--- src/rtl/pixel_arbiter.sv ---
// Fixed-priority arbiter granting the shared VGA write port to one draw engine at a time.
// Forwards the owner's pixels with one register stage and ends a grant on done or on the watchdog.
module pixel_arbiter #(
  parameter int N_CLIENTS      = 3,
  parameter int TIMEOUT_CYCLES = 32768,
  parameter int X_MAX          = 160,
  parameter int Y_MAX          = 120
) (
  input  logic                   clk,
  input  logic                   resetn,
  input  logic [N_CLIENTS-1:0]   req,
  input  logic [8*N_CLIENTS-1:0] client_x,
  input  logic [7*N_CLIENTS-1:0] client_y,
  input  logic [3*N_CLIENTS-1:0] client_col,
  input  logic [N_CLIENTS-1:0]   client_valid,
  input  logic [N_CLIENTS-1:0]   client_done,
  output logic [N_CLIENTS-1:0]   grant,
  output logic [7:0]             vga_x,
  output logic [6:0]             vga_y,
  output logic [2:0]             vga_colour,
  output logic                   vga_plot,
  output logic                   busy,
  output logic                   timeout
);

  localparam int OW = (N_CLIENTS > 1) ? $clog2(N_CLIENTS) : 1;

  localparam logic [1:0] S_IDLE    = 2'd0;
  localparam logic [1:0] S_GRANT   = 2'd1;
  localparam logic [1:0] S_RELEASE = 2'd2;

  localparam logic [15:0] WD_LAST = 16'(TIMEOUT_CYCLES - 1);

  logic [1:0]           state_q, state_d;
  logic [OW-1:0]        owner_q, owner_d;
  logic [N_CLIENTS-1:0] grant_q, grant_d;
  logic [7:0]           vga_x_q, vga_x_d;
  logic [6:0]           vga_y_q, vga_y_d;
  logic [2:0]           vga_colour_q, vga_colour_d;
  logic                 vga_plot_q, vga_plot_d;
  logic                 busy_q, busy_d;
  logic                 timeout_q, timeout_d;
  logic [15:0]          wd_q, wd_d;

  logic [7:0]    sel_x;
  logic [6:0]    sel_y;
  logic [2:0]    sel_col;
  logic          sel_valid;
  logic          sel_done;
  logic          req_any;
  logic [OW-1:0] req_idx;

  // Only the current owner's lanes are visible to the FSM.
  always_comb begin
    sel_x     = '0;
    sel_y     = '0;
    sel_col   = '0;
    sel_valid = 1'b0;
    sel_done  = 1'b0;
    for (int k = 0; k < N_CLIENTS; k++) begin
      if (owner_q == OW'(k)) begin
        sel_x     = client_x[8*k +: 8];
        sel_y     = client_y[7*k +: 7];
        sel_col   = client_col[3*k +: 3];
        sel_valid = client_valid[k];
        sel_done  = client_done[k];
      end
    end
  end

  // Descending scan so the lowest requesting index wins.
  always_comb begin
    req_any = 1'b0;
    req_idx = '0;
    for (int k = N_CLIENTS - 1; k >= 0; k--) begin
      if (req[k]) begin
        req_any = 1'b1;
        req_idx = OW'(k);
      end
    end
  end

  always_comb begin
    state_d      = state_q;
    owner_d      = owner_q;
    grant_d      = grant_q;
    vga_x_d      = vga_x_q;
    vga_y_d      = vga_y_q;
    vga_colour_d = vga_colour_q;
    vga_plot_d   = 1'b0;
    timeout_d    = 1'b0;
    wd_d         = wd_q;
    case (state_q)
      S_IDLE: begin
        if (req_any) begin
          state_d = S_GRANT;
          owner_d = req_idx;
          grant_d = N_CLIENTS'(1) << req_idx;
          wd_d    = '0;
        end
      end
      S_GRANT: begin
        vga_x_d      = sel_x;
        vga_y_d      = sel_y;
        vga_colour_d = sel_col;
        vga_plot_d   = sel_valid && (int'(sel_x) < X_MAX) && (int'(sel_y) < Y_MAX);
        wd_d         = wd_q + 16'd1;
        // done takes precedence over a coincident watchdog expiry
        if (sel_done) begin
          state_d = S_RELEASE;
          grant_d = '0;
        end else if (wd_q == WD_LAST) begin
          state_d   = S_RELEASE;
          grant_d   = '0;
          timeout_d = 1'b1;
        end
      end
      S_RELEASE: begin
        state_d = S_IDLE;
        grant_d = '0;
      end
      default: begin
        state_d = S_IDLE;
        grant_d = '0;
      end
    endcase
    busy_d = (state_d != S_IDLE);
  end

  always_ff @(posedge clk or negedge resetn) begin
    if (!resetn) begin
      state_q      <= S_IDLE;
      owner_q      <= '0;
      grant_q      <= '0;
      vga_x_q      <= '0;
      vga_y_q      <= '0;
      vga_colour_q <= '0;
      vga_plot_q   <= 1'b0;
      busy_q       <= 1'b0;
      timeout_q    <= 1'b0;
      wd_q         <= '0;
    end else begin
      state_q      <= state_d;
      owner_q      <= owner_d;
      grant_q      <= grant_d;
      vga_x_q      <= vga_x_d;
      vga_y_q      <= vga_y_d;
      vga_colour_q <= vga_colour_d;
      vga_plot_q   <= vga_plot_d;
      busy_q       <= busy_d;
      timeout_q    <= timeout_d;
      wd_q         <= wd_d;
    end
  end

  assign grant      = grant_q;
  assign vga_x      = vga_x_q;
  assign vga_y      = vga_y_q;
  assign vga_colour = vga_colour_q;
  assign vga_plot   = vga_plot_q;
  assign busy       = busy_q;
  assign timeout    = timeout_q;

endmodule
--- config.mk ---
export PLATFORM = sky130hd
export DESIGN_NAME = pixel_arbiter
export DESIGN_NICKNAME = d
export VERILOG_FILES = /design/src/rtl/pixel_arbiter.sv
export SDC_FILE = /design/constraint.sdc
export NUM_CORES = 1
export LEC_CHECK = 0
export CAP_MARGIN = 10
export CORE_UTILIZATION = 46
export CTS_CLUSTER_DIAMETER = 80
export DETAILED_ROUTE_END_ITERATION = 12
export GPL_ROUTABILITY_DRIVEN = 0
export GPL_TIMING_DRIVEN = 0
export HOLD_SLACK_MARGIN = 0.15
export PLACE_DENSITY_LB_ADDON = 0.3
export SLEW_MARGIN = 20
export SYNTH_ARGS = -nofsm -noshare
export SYNTH_HDL_FRONTEND = slang
export SYNTH_SLANG_ARGS = --single-unit
--- constraint.sdc ---
create_clock -name clk -period 3 [get_ports clk]
set_input_delay 0.45 -clock clk [delete_from_list [all_inputs] [get_ports clk]]
set_output_delay 0.45 -clock clk [all_outputs]
set_load 0.01 [all_outputs]
==> impl_results.md <==
* Register area at between 1000 and 1500 µm²
* CP required at between 3 and 4 ns
* CP max-delay cell: clkdlybuf4s50_1
* Number of cell rows at 25
* Seq/Total Area, Yosys at 48.35%
* Status: completed
* Pins Over Slew Limit at 0
* Min Tclk post-route at ~2.1 ns
* Most common cell in the netlist: dfrtp_1
* Dpl hpwl at between 4000 and 5000 µm
* Met2 routed WL at a little under 3000 µm
* Vias at roughly 2200
* First-pass GRT wire length at 9522 µm
* RSZ-0062 raised after global routing: false
* Largest family of logic cells by synthesized area: simple AND/OR/NAND/NOR gates
* Max Freq at roughly 470 MHz
* Port buffer count at between 80 and 90
* H-tree depth at 2
* WL final at between 5000 and 6000 µm
* CP max FO at 10
* CP Buf/Inv Count at 2
* CTS tree: yes
* Root Driver: clkbuf_8
* Area of the multi-input gates at about 1100 µm²
* Compound-cell area share of the yosys netlist at a little under a fifth
* Crit path cell chain: clkdlybuf4s50_1 > nor4_1 > or2_2 > buf_2 > or4_1 > a21oi_1
* Gr usage total at 23.66%
* Top cell type's share of synthesized area at between 40% and 50%
* Area Overhead vs Synth at 49.45%
* Crit path DAT at approximately 2.3 ns
* Synth cell count leaders: dfrtp_1, a21oi_1, nand2_1
* TritonCTS buffer count at 5
* Clock Sinks at 44
* CTS max path bufs at 2
* Max-slew headroom at 52.25%
* Final hold violation count at 0
* Inserted Diodes at 0
* Synth area leaders: dfrtp_1, mux2i_1, a21oi_1, o21ai_0, nand2_1
* Yosys warns at 0
* Die Y at between 70 and 80 µm
* Hold_buf cts at 1
* Fill cells at around 400
* Vias in the first global route at about 2100
* Avg Cell Area, Syn at approximately 9.4 µm²
* Clk Latency, worst-skew pair at 0.29 ns
* Layout cell share with drive strength beyond 1 at 6.176%
* Worst Hold Class: reg -> reg
* First-pass DRT Iterations at 4
* Leak at 1.383 nW
* Worst-margin pin slew at about 0.7 ns
* R2R setup slack at between 1 and 1.5 ns
* Final instance area at around 3400 µm²
* Power per cell area at a little over 800 nW/µm²
* Clock-pin transition on the worst setup and hold timing paths at around 0.080 ns
* CTS-repair resized insts at 0
* Critical Path Max Stage Delay at ~0.60 ns
* Core area at 4755 µm²
* Postcts setup bufs at 0
* Grt ovf at 0
* Post-layout util at 71.58%
* Die ar. at between 5000 and 6000 µm²
* Ys async rst share at between 90% and 100%
* IR drop worst, VDD at between 400 and 500 µV
* Adder-Cell Fraction of Synth Area at less than 1%
* Number of flops mapped to enable cells by yosys at 0
* I/O pins at slightly below 90
* Synth Area in XOR/XNOR at ~2.3%
* Final setup TNS at 0 ns
* Starting density of the core at between 40% and 50%
* Highest metal used: met4
* Critical Setup Path Class: in -> reg
* Post-Syn Area at 2277 µm²
* CP endpoint kind: register
* Kind of cell adding the most delay to the critical path: simple AND/OR/NAND/NOR gates
* CP startpoint kind: input port
* Syn nets at slightly above 300
* Mux share of post-synthesis cell area at 8.791%
* Routed met3 length at slightly below 400 µm
* Area leader, netlist: dfrtp_1
* Gate Count Post-Synth at about 240
* DRT iter0 DRCs at 128
* Number of max-cap violations at 0
* Final Cycle Share at around 70%
* Post-synth cell types at 36
* DRC viols at 0
* Drt wl/cell at between 10 and 15 µm
* Post-place instance area at 3264 µm²
* Vias per cell at about 5.4
* Nets at approximately 400
* Die Wd at between 70 and 80 µm
* Initial antenna violation count at 0
* Met1 WL at between 2000 and 3000 µm
* Largest net degree at the start of global routing at 24
* Seq cells post-synth at between 40 and 50
* Clock Skew at between 0.008 and 0.009 ns
* Setup Viol. Count Final at 0
* Simple-gate area share of the yosys netlist at 18.46%
* ANT nets after route at 0
* Main synth FF type: dfrtp_1
## final cells by class
type / count / area share, %
repair buffers: 90 / 26.84
well taps: 67 / 2.463
inverters: 3 / 0.3309
clock inverters: 2 / 1.765
multi-input cells: 181 / 32.39
clock buffers: 5 / 2.022
plain buffers: 15 / 1.838
flip-flops and latches: 44 / 32.35
## cells in the final DEF, fill, tap and decap left out, types with 2 or more instances in the layout
cell             Yosys  final
buf_2                5      6
mux2i_1             20     20
nor4_1               4      4
a2bb2oi_1            7      7
inv_1                3      3
dfrtp_1             44     44
or3_1                4      4
clkbuf_8             0      5
nand4_1              2      2
clkbuf_1             9      9
o31ai_1              4      4
clkdlybuf4s50_1      0     87
a21oi_1             25     25
nor2_1              24     24
xnor2_1              5      5
nor2b_1              2      2
nand2_1             25     25
nand3_1              3      3
nor3_1               3      3
o21ai_0             23     23
o21a_1               2      2
nand3b_1             2      2
bufinv_16            0      2
a22o_1               4      4
or2_2                4      4
or4_1                6      6
## sequential cells by signal, summed over array words and instances (netlist names), 2 cells and up
name,count
vga_y,7
state_q,2
grant,3
owner_q,2
vga_colour,3
vga_x,8
wd_q,16
## per-stage QoR
step / hold WS, ns / setup WS [ns] / std cells / power (W)
2_1_floorplan: 0.1544 / 1.318 / 243 / 0.001672
3_3_place_gp: 0.4620 / 0.3139 / 398 / 0.002235
3_5_place_dp: 0.4580 / 0.6020 / 399 / 0.002273
4_1_cts: 0.4899 / 0.8989 / 407 / 0.002814
5_1_grt: 0.5142 / 0.7784 / 407 / 0.002982
6_report: 0.4849 / 0.8881 / 407 / 0.002802
## metal layers
| metal | vias to the layer above | track usage [%] |
|---|---|---|
| met5 | - | 0 |
| met4 | 0 | 6.754 |
| met3 | 13 | 7.083 |
| met2 | 88 | 39.04 |
| met1 | 1026 | 30.15 |
| li1 | 1059 | - |
## power by group
group | switching [W] | internal (W)
registers | 0.000123 | 0.000781
clock network | 0.000201 | 0.000328
logic | 0.000716 | 0.000654
## worst paths after layout
kind / from / end / cells after the start
hold reg to reg: vga_x[3]$_DFFE_PN0P_ / vga_x[3]$_DFFE_PN0P_ / 2
setup / recovery: req[2] / wd_q[9]$_DFFE_PN0P_ / 6
hold / removal: vga_x[3]$_DFFE_PN0P_ / vga_x[3]$_DFFE_PN0P_ / 2
max in group asynchronous: resetn / wd_q[4]$_DFFE_PN0P_ / 3
setup reg to reg: owner_q[0]$_DFFE_PN0P_ / vga_plot$_DFF_PN0_ / 6
min in group asynchronous: resetn / wd_q[8]$_DFFE_PN0P_ / 2
## kinds of logic (layout without fill, tap and decap cells)
family,count (synthesis),count (layout)
and+or+nand+nor,85,85
adders and majority gates,1,1
DFF,44,44
AOI/OAI and AO/OA,69,69
buffers and inverters,18,115
xor gates and xnor gates,6,6
muxes,20,20
## worst reg2reg max path, stage by stage, from the launching register on
cell and delay (ns):
dfrtp_1 0.32, buf_2 0.15, buf_2 0.29, mux2i_1 0.24, a2bb2oi_1 0.25, a21oi_1 0.13
nor4_1 0.35
(Power assumes the default switching activity.)
